--- config.mk ---
export PLATFORM = sky130hd
export DESIGN_NAME = booth_seq_mult
export DESIGN_NICKNAME = d
export VERILOG_FILES = /design/src/rtl/booth_seq_mult_pkg.sv /design/src/rtl/booth_r4_pp.sv /design/src/rtl/booth_seq_mult.sv
export SDC_FILE = /design/constraint.sdc
export NUM_CORES = 1
export LEC_CHECK = 0
export CAP_MARGIN = 20
export CORE_MARGIN = 1.5
export CORE_UTILIZATION = 38
export DETAILED_ROUTE_END_ITERATION = 7
export PLACE_DENSITY = 0.54
export SLEW_MARGIN = 40
export SYNTH_ARGS = -nofsm -noshare
export SYNTH_HDL_FRONTEND = slang
export SYNTH_SLANG_ARGS = --single-unit
--- constraint.sdc ---
create_clock -name clk -period 13.63 [get_ports clk]
set_clock_uncertainty 0.15 [all_clocks]
set_input_delay 2.726 -clock clk [delete_from_list [all_inputs] [get_ports clk]]
set_output_delay 2.726 -clock clk [all_outputs]
set_load 0.1 [all_outputs]
--- src/rtl/booth_seq_mult_pkg.sv ---
// Shared types and helpers for the radix-4 Booth sequential multiplier:
// digit and state encodings, width derivations and the window decoder.
package booth_seq_mult_pkg;

   localparam int DEF_WIDTH = 12;

   typedef enum logic [2:0] {
      BOOTH_Z,
      BOOTH_P1,
      BOOTH_P2,
      BOOTH_M1,
      BOOTH_M2
   } booth_digit_t;

   typedef enum logic {
      ST_IDLE,
      ST_RUN
   } state_t;

   function automatic int pw_of(input int w);
      return 2 * w;
   endfunction

   function automatic int ndig_of(input int w);
      return w / 2;
   endfunction

   // Window is {a[2i+1], a[2i], a[2i-1]}.
   function automatic booth_digit_t booth_decode(input logic [2:0] win);
      booth_digit_t d;
      case (win)
         3'b001, 3'b010: d = BOOTH_P1;
         3'b011:         d = BOOTH_P2;
         3'b100:         d = BOOTH_M2;
         3'b101, 3'b110: d = BOOTH_M1;
         default:        d = BOOTH_Z;
      endcase
      return d;
   endfunction

endpackage

--- src/rtl/booth_r4_pp.sv ---
// Radix-4 Booth partial-product generator: decodes one 3-bit window and returns
// digit*b, sign-extended to 2*WIDTH and shifted left by 2*i.
module booth_r4_pp
   import booth_seq_mult_pkg::*;
#(
   parameter int WIDTH = DEF_WIDTH,
   parameter int SW    = 3
) (
   input  logic [2:0]         i_window,
   input  logic [WIDTH-1:0]   i_b,
   input  logic [SW-1:0]      i_shift,
   output logic [2*WIDTH-1:0] o_pp
);

   localparam int PW = pw_of(WIDTH);

   booth_digit_t w_digit;
   logic [PW-1:0] w_b_ext;
   logic [PW-1:0] w_b_neg;
   logic [PW-1:0] w_mag;

   assign w_digit = booth_decode(i_window);
   assign w_b_ext = {{WIDTH{i_b[WIDTH-1]}}, i_b};
   // Negate at full product width so that -(-2^(WIDTH-1)) does not overflow.
   assign w_b_neg = ~w_b_ext + PW'(1);

   always_comb begin
      w_mag = '0;
      case (w_digit)
         BOOTH_P1: w_mag = w_b_ext;
         BOOTH_P2: w_mag = w_b_ext << 1;
         BOOTH_M1: w_mag = w_b_neg;
         BOOTH_M2: w_mag = w_b_neg << 1;
         default:  w_mag = '0;
      endcase
   end

   assign o_pp = w_mag << {i_shift, 1'b0};

endmodule

--- src/rtl/booth_seq_mult.sv ---
// Sequential signed radix-4 Booth multiplier: one Booth digit per clock,
// WIDTH/2 cycles from accepted start to a one-cycle done pulse.
module booth_seq_mult
   import booth_seq_mult_pkg::*;
#(
   parameter int WIDTH = DEF_WIDTH
) (
   input  logic               clk,
   input  logic               rst,
   input  logic               start,
   input  logic [WIDTH-1:0]   mult_a,
   input  logic [WIDTH-1:0]   mult_b,
   output logic               busy,
   output logic               done,
   output logic [2*WIDTH-1:0] product,
   output logic               dbg_state
);

   // Handshake: start is sampled only while busy=0; done pulses for exactly one
   // cycle with product valid, and product holds until the next completion.

   localparam int PW   = pw_of(WIDTH);
   localparam int NDIG = ndig_of(WIDTH);
   localparam int CW   = (NDIG > 1) ? $clog2(NDIG) : 1;

   state_t            r_state;
   logic [WIDTH-1:0]  r_a;
   logic [WIDTH-1:0]  r_b;
   logic [PW-1:0]     r_acc;
   logic [PW-1:0]     r_product;
   logic [CW-1:0]     r_cnt;
   logic              r_busy;
   logic              r_done;

   logic [WIDTH:0]    w_a_ext;
   logic [2:0]        w_window;
   logic [PW-1:0]     w_pp;
   logic [PW-1:0]     w_acc_next;

   // Appended zero plays the role of a[-1] for the first window.
   assign w_a_ext    = {r_a, 1'b0};
   assign w_window   = w_a_ext[{r_cnt, 1'b0} +: 3];
   assign w_acc_next = r_acc + w_pp;

   booth_r4_pp #(
      .WIDTH (WIDTH),
      .SW    (CW)
   ) u_pp (
      .i_window (w_window),
      .i_b      (r_b),
      .i_shift  (r_cnt),
      .o_pp     (w_pp)
   );

   always_ff @(posedge clk) begin
      if (rst) begin
         r_state   <= ST_IDLE;
         r_a       <= '0;
         r_b       <= '0;
         r_acc     <= '0;
         r_product <= '0;
         r_cnt     <= '0;
         r_busy    <= 1'b0;
         r_done    <= 1'b0;
      end else begin
         case (r_state)
            ST_IDLE: begin
               r_done <= 1'b0;
               if (start) begin
                  r_a     <= mult_a;
                  r_b     <= mult_b;
                  r_acc   <= '0;
                  r_cnt   <= '0;
                  r_busy  <= 1'b1;
                  r_state <= ST_RUN;
               end
            end
            ST_RUN: begin
               if (r_cnt == CW'(NDIG - 1)) begin
                  r_product <= w_acc_next;
                  r_acc     <= w_acc_next;
                  r_done    <= 1'b1;
                  r_busy    <= 1'b0;
                  r_state   <= ST_IDLE;
               end else begin
                  r_acc <= w_acc_next;
                  r_cnt <= r_cnt + CW'(1);
               end
            end
            default: r_state <= ST_IDLE;
         endcase
      end
   end

   assign busy      = r_busy;
   assign done      = r_done;
   assign product   = r_product;
   assign dbg_state = r_state;

endmodule

; ---- After elaboration in Yosys (flattened, before gate mapping)
; Cells that the tools add are included.
[word_totals]
register_bits = 78
inputBits = 27
output_inout_bits = 27
wordCells = 50
[classes]
add_sub_neg = 3
eq_ne = 14
shift = 2
mux = 15
bitwise = 2
n_reduce_logical = 6
[ops]
columns = op, n
row1 = $pmux W24 S4, 1
row2 = $pmux W24 S2, 1
row3 = $add A24 B1 Y24 const B, 1
row4 = $add A24 B24 Y24, 1
row5 = $mux W24, 1
row6 = $not A24 Y24, 1
row7 = $shl A24 B4 Y24, 1
row8 = $eq A3 B3 Y1 const B, 5
row9 = $shiftx A13 B5 Y3, 1
row10 = $eq A3 B2 Y1 const B, 4
row11 = $pmux W3 S4, 1
row12 = $reduce_and A2 Y1, 4
row13 = $eq A3 B1 Y1 const B, 2
row14 = $mux W3, 2
row15 = $pmux W1 S2, 3
row16 = $pmux W3 S2, 1
row17 = $mux W1, 5
row18 = $ne A2 B2 Y1 const B, 2
row19 = $reduce_or A2 Y1, 2
row20 = $add A3 B1 Y3 const B, 1
row21 = $ne A2 B1 Y1 const B, 1
row22 = $not A1 Y1, 1

; ---- Longest topological paths before layout
[logic_depth]
ltp_word = 9
ltp_mapped = 20
ltp_nobuf = 19

; ---- By module
; A second synthesis with hierarchy kept.
[hier_totals]
cells_unflattened = 723
area_unflattened_um2 = 5546.6
[modules_own_cells]
columns = mod, n_inst, cells_each, area_each_um2, seq_area_each_um2
row1 = booth_seq_mult, 1, 494, 4050.1, 1561.5
row2 = booth_r4_pp, 1, 229, 1496.4, 0.0

; ---- Worst setup path after synthesis
; Ideal clock, no wire load.
[synth_path]
kind = register -> register
from = register r_b[0]
to = register r_product[23], in the netlist product[23]
setup_ps = 118
t_arrival_ps = 4497
required_time_ps = 13362
setup_slack_ps = 8865
stages_incl_launch_ff = 20
n_path_buf = 0
period_less_slack_ps = 4765
cell_sequence = dfxtp_1 inv_1 ha_1 or3b_1 or4_1 xor2_1 a31oi_1 a22oi_2 mux4_2 nand2_1 o21ai_1 ha_1 and4_1 o211a_1 a22o_1 a311o_1 a41oi_1 xnor2_1 xor2_1 a22o_1
[synth_between]
elab_chain_cells = 5
[synth_lines]
columns = item, line_no
row1 = from (decl), booth_seq_mult.sv:28  ; logic [WIDTH-1:0] r_b;
row2 = from (signal assigned), booth_seq_mult.sv:71  ; r_b <= mult_b;
row3 = $not A24 Y24, booth_r4_pp.sv:25  ; assign w_b_neg = ~w_b_ext + PW'(1);
row4 = $add A24 B1 Y24, booth_r4_pp.sv:25
row5 = $pmux W24 S4 (*), booth_r4_pp.sv:29  ; case (w_digit)
row6 = $shl A24 B4 Y24 (*), booth_r4_pp.sv:38  ; assign o_pp = w_mag << {i_shift, 1'b0};
row7 = $add A24 B24 Y24 (*), booth_seq_mult.sv:43  ; assign w_acc_next = r_acc + w_pp;
row8 = to (signal assigned), booth_seq_mult.sv:80  ; r_product <= w_acc_next;
row9 = to (decl), booth_seq_mult.sv:30  ; logic [PW-1:0] r_product;
; Mark *: on every way between the ends. The rest lies on a longest branch, timed or not.
; A chain may end at the register's enable or synchronous reset.

; ---- Worst setup path after layout
[layout_path]
from = register r_cnt[0]
to = register r_acc[22]
[layout_between]
elab_chain_cells = 9
word_cells_on_any_way = 18
cone_classes = add/sub (1) / eq/ne (10) / shift (2) / mux (3) / reduce/logical (2)
[layout_lines]
columns = item, line_no
row1 = from (decl), booth_seq_mult.sv:31  ; logic [CW-1:0] r_cnt;
row2 = from (signal assigned), booth_seq_mult.sv:87  ; r_cnt <= r_cnt + CW'(1);
row3 = $shiftx A13 B5 Y3, booth_seq_mult.sv:42  ; assign w_window = w_a_ext[{r_cnt, 1'b0} +: 3];
row4 = "$eq A3 B3 Y1, or another cell as far along", booth_seq_mult_pkg.sv:31  ; case (win)
row5 = $reduce_or A2 Y1, booth_seq_mult_pkg.sv:31
row6 = $pmux W3 S4, booth_seq_mult_pkg.sv:31
row7 = "$eq A3 B3 Y1, or another cell as far along", booth_r4_pp.sv:29
row8 = $pmux W24 S4, booth_r4_pp.sv:29
row9 = $shl A24 B4 Y24 (*), booth_r4_pp.sv:38
row10 = $add A24 B24 Y24 (*), booth_seq_mult.sv:43
row11 = $pmux W24 S2 (*), booth_seq_mult.sv:66  ; case (r_state)
row12 = to (signal assigned), booth_seq_mult.sv:81  ; r_acc <= w_acc_next;
row13 = to (signal assigned), booth_seq_mult.sv:86  ; r_acc <= w_acc_next;
row14 = to (decl), booth_seq_mult.sv:29  ; logic [PW-1:0] r_acc;
; Marks and branches as above.

==> run metrics <==
CTS Buf Count 9; Setup crit start kind flip-flop; CTS H-tree depth 3; synthesis-stage register bit count 78; Synth Area in Adders 6.23%; ys flop type dfxtp_1; share of layout cells above drive strength 1 13.5%; Synth Area in Compound Gates 27.1%; CP Launch Point r_cnt[0]; CTS Hold Bufs 0; placed insts 880; Port Buffers 53; Hold Violations, Final 0; XOR/XNOR Fraction of Synth Area 4.58%; Crit path max-delay family compound AO/OA/AOI/OAI gates; first-pass GRT wire length 25200 µm; critical path class flip-flop to flip-flop; Tmin final 5.80 ns; largest net degree at the start of global routing 45; syn_area_per_cell 8.13 µm²; violation count after the first detailed-route iteration 254; worst hold start product[14]; final setup vio count 0; Cell Area, Placed 6020 µm²; sequential fraction of the synthesis area 28.2%; detailed-route via count 5218; number of synthesized flops with an enable pin 0; fin cells 896; NetSw 0.204 mW; outcome completed; Reg-to-Reg Start r_cnt[0]; Synth area leader dfxtp_1; Pleak 2.50 nW; Final Max Slew Viols 0; clk_lat worst skew 0.35 ns; core area 14000 µm²; Design Area, Final 6330 µm²; Tcrit/Tclk final 42.5%; GPL Wtd Cong 0.910; mux contribution to synthesized area 8.17%; Hold Path Class flip-flop to flip-flop; Worst Path Required 13.75 ns; vias per cell 5.82; Synth async-reset ratio 0%; fillers 1400; CP arrival 5.92 ns; hpwl dp 11700 µm; syn_nets 736; Crit Path Max Fanout 18; ant diodes 0; Worst Tran Pin Value 0.810 ns; wire per inst 17.7 µm; pwr/cell area 102 nW/µm²; setup tns final 0 ns; starting density of the core 39.5%; fin util 45.1%; setup ws final 7.83 ns; DRC errors left 0; combinational family with the most area after synthesis compound AO/OA/AOI/OAI gates; most common cell in the netlist nand2_1; crit-path max cell delay 0.64 ns; relative slew slack 45.9%; synth warn 0; Yosys cell types 87; CP endpoint kind flip-flop; simple-gate share of the synthesized area 21.0%; Die X 124 µm; final wirelength 15800 µm; fmax 172 MHz; Die H 124 µm; Slowest-stage cell, CP o31ai_1; CTS Sinks 78; Clock Tree Root clkbuf_16; initial antenna violation count 0; layout overhead on the synthesized area 14.3%; Cell Chain, Critical Path buf_4 -> mux4_2 -> or2_4 -> a21oi_4 -> mux2i_1 -> o22a_1 -> or4_1 -> fa_1 -> nor2b_1 -> o211ai_1 -> a31oi_1 -> a31oi_1 -> o31ai_1 -> a211oi_1 -> mux2_2 -> o21ai_0; gr usage total 21.7%; RSZ-0062 raised after global routing no; Reg power frac 38.2%; number of global-route vias before repair 4817; Synth area leaders dfxtp_1 28%, nand2_1 6.9%, a21oi_1 6.3%; CTS resizes 0; Clock Path Buffers 2; top-area cell type share of the netlist area 28.2%; Synth Cell Area 5540 µm²; io pins 54; switching share of power 31.5%; Cell Rows 43; nets 765; combinational share of power 22.7%; cells after synthesis 682; clk slew on worst S/H paths 0.07 ns; die area 15300 µm²; CP most frequent cell a31oi_1; CTS tree yes; worst slack, placed 7.91 ns; WP buf/inv 1; DRT antenna net count 0; Post-CTS Setup Repair Bufs 0; total grt overflow 0; Pint 0.443 mW; max cap viols 0; Clk pwr share 39.2%; most frequent cells after synthesis 102 x nand2_1, 78 x dfxtp_1, 70 x a21oi_1, 47 x nor2_1; drt pass-1 iters 5; maximum vdd drop 69.8 µV
[kinds of logic after synthesis]
logic type | count (synthesis)
AOI/OAI and AO/OA | 212
buffers and inverters | 55
DFF | 78
muxes | 33
adders and majority gates | 27
xor gates and xnor gates | 29
and+or+nand+nor | 248
[per-stage QoR]
stage | total power [mW] | hold slack, ns
global placement | 0.397 | 0.291
finish | 0.647 | 0.306
detailed placement | 0.397 | 0.297
global route | 0.679 | 0.327
floorplan | 0.358 | 0.282
CTS | 0.653 | 0.308
[path summary, 6_finish.rpt]
| kind | endpoint | slack, ns | cells past startpoint |
|---|---|---|---|
| max reg2reg | r_acc[22] | 7.83 | 16 |
| min reg2reg | product[14] | 0.31 | 2 |
| max | r_acc[22] | 7.83 | 16 |
| min | product[14] | 0.31 | 2 |
[tightest hold or removal path, delay by kind of cell (launching register included)]
family	cells	cell delay (ns)
DFF	1	0.30
AOI/OAI and AO/OA	1	0.06
and+or+nand+nor	1	0.05
[power groups by stage]
stage / logic [mW] / registers [mW] / clock network (mW)
3_3_place_gp: 0.145 / 0.252 / 0
5_1_grt: 0.161 / 0.248 / 0.270
4_1_cts: 0.146 / 0.247 / 0.260
2_1_floorplan: 0.109 / 0.249 / 0
6_report: 0.147 / 0.247 / 0.254
3_5_place_dp: 0.145 / 0.252 / 0
[layout make-up]
class                           instances  area, µm²  area share (%)
Clock buffer                           10        239            3.77
Inverter                               11       41.3           0.652
Multi-Input combinational cell        549       3730            58.9
Sequential cell                        78       1560            24.7
Tap cell                              180        225            3.56
Timing Repair Buffer                   62        463            7.31
Clock inverter                          6       68.8            1.09
[sequential cells by signal (all words and copies together) (netlist names)]
name	count
r_b	12
done	1
r_a	12
busy	1
r_cnt	3
product	24
dbg_state	1
r_acc	24
[metal layers]
layer | global-route usage (%) | share of wire (%) | up-vias
li1 | - | - | 2571
met1 | 30.2 | 49 | 2470
met2 | 32.6 | 43 | 150
met3 | 4.67 | 5.5 | 27
met4 | 8.12 | 2.1 | 0
met5 | 0 | 0 | -
[cells in the final DEF (no fill, tap or decap), types with 3 or more instances in the layout]
master           synthesis  layout
a211oi_1                 9       9
a21o_1                   6       6
a21oi_1                 70      70
a22o_1                  28      28
a22oi_1                  3       3
a22oi_2                  4       4
a31o_2                   3       3
a31oi_1                  6       6
and2_1                   5       5
and3_1                   8       8
buf_2                    7      27
buf_4                    1       9
clkbuf_16                0       9
clkdlybuf4s50_1          0      26
dfxtp_1                 78      77
ha_1                    26      26
inv_1                    8       8
mux2_2                   3       3
mux2_4                   3       3
mux2i_1                 18      18
mux4_2                   8       8
nand2_1                102     102
nand2b_1                 8       7
nand3_1                 21      21
nand4_1                  3       3
nor2_1                  47      46
nor2b_1                  6       6
nor3_1                  18      17
nor3b_1                  5       5
nor4_1                   4       4
o211ai_1                 8       8
o21a_1                  10      10
o21ai_0                 18      18
o21bai_1                 3       3
o31ai_1                  3       3
or3_1                    4       4
or4_1                    4       4
xnor2_1                 23      23
xor2_1                   6       6
Power figures use the tool's default switching activity.
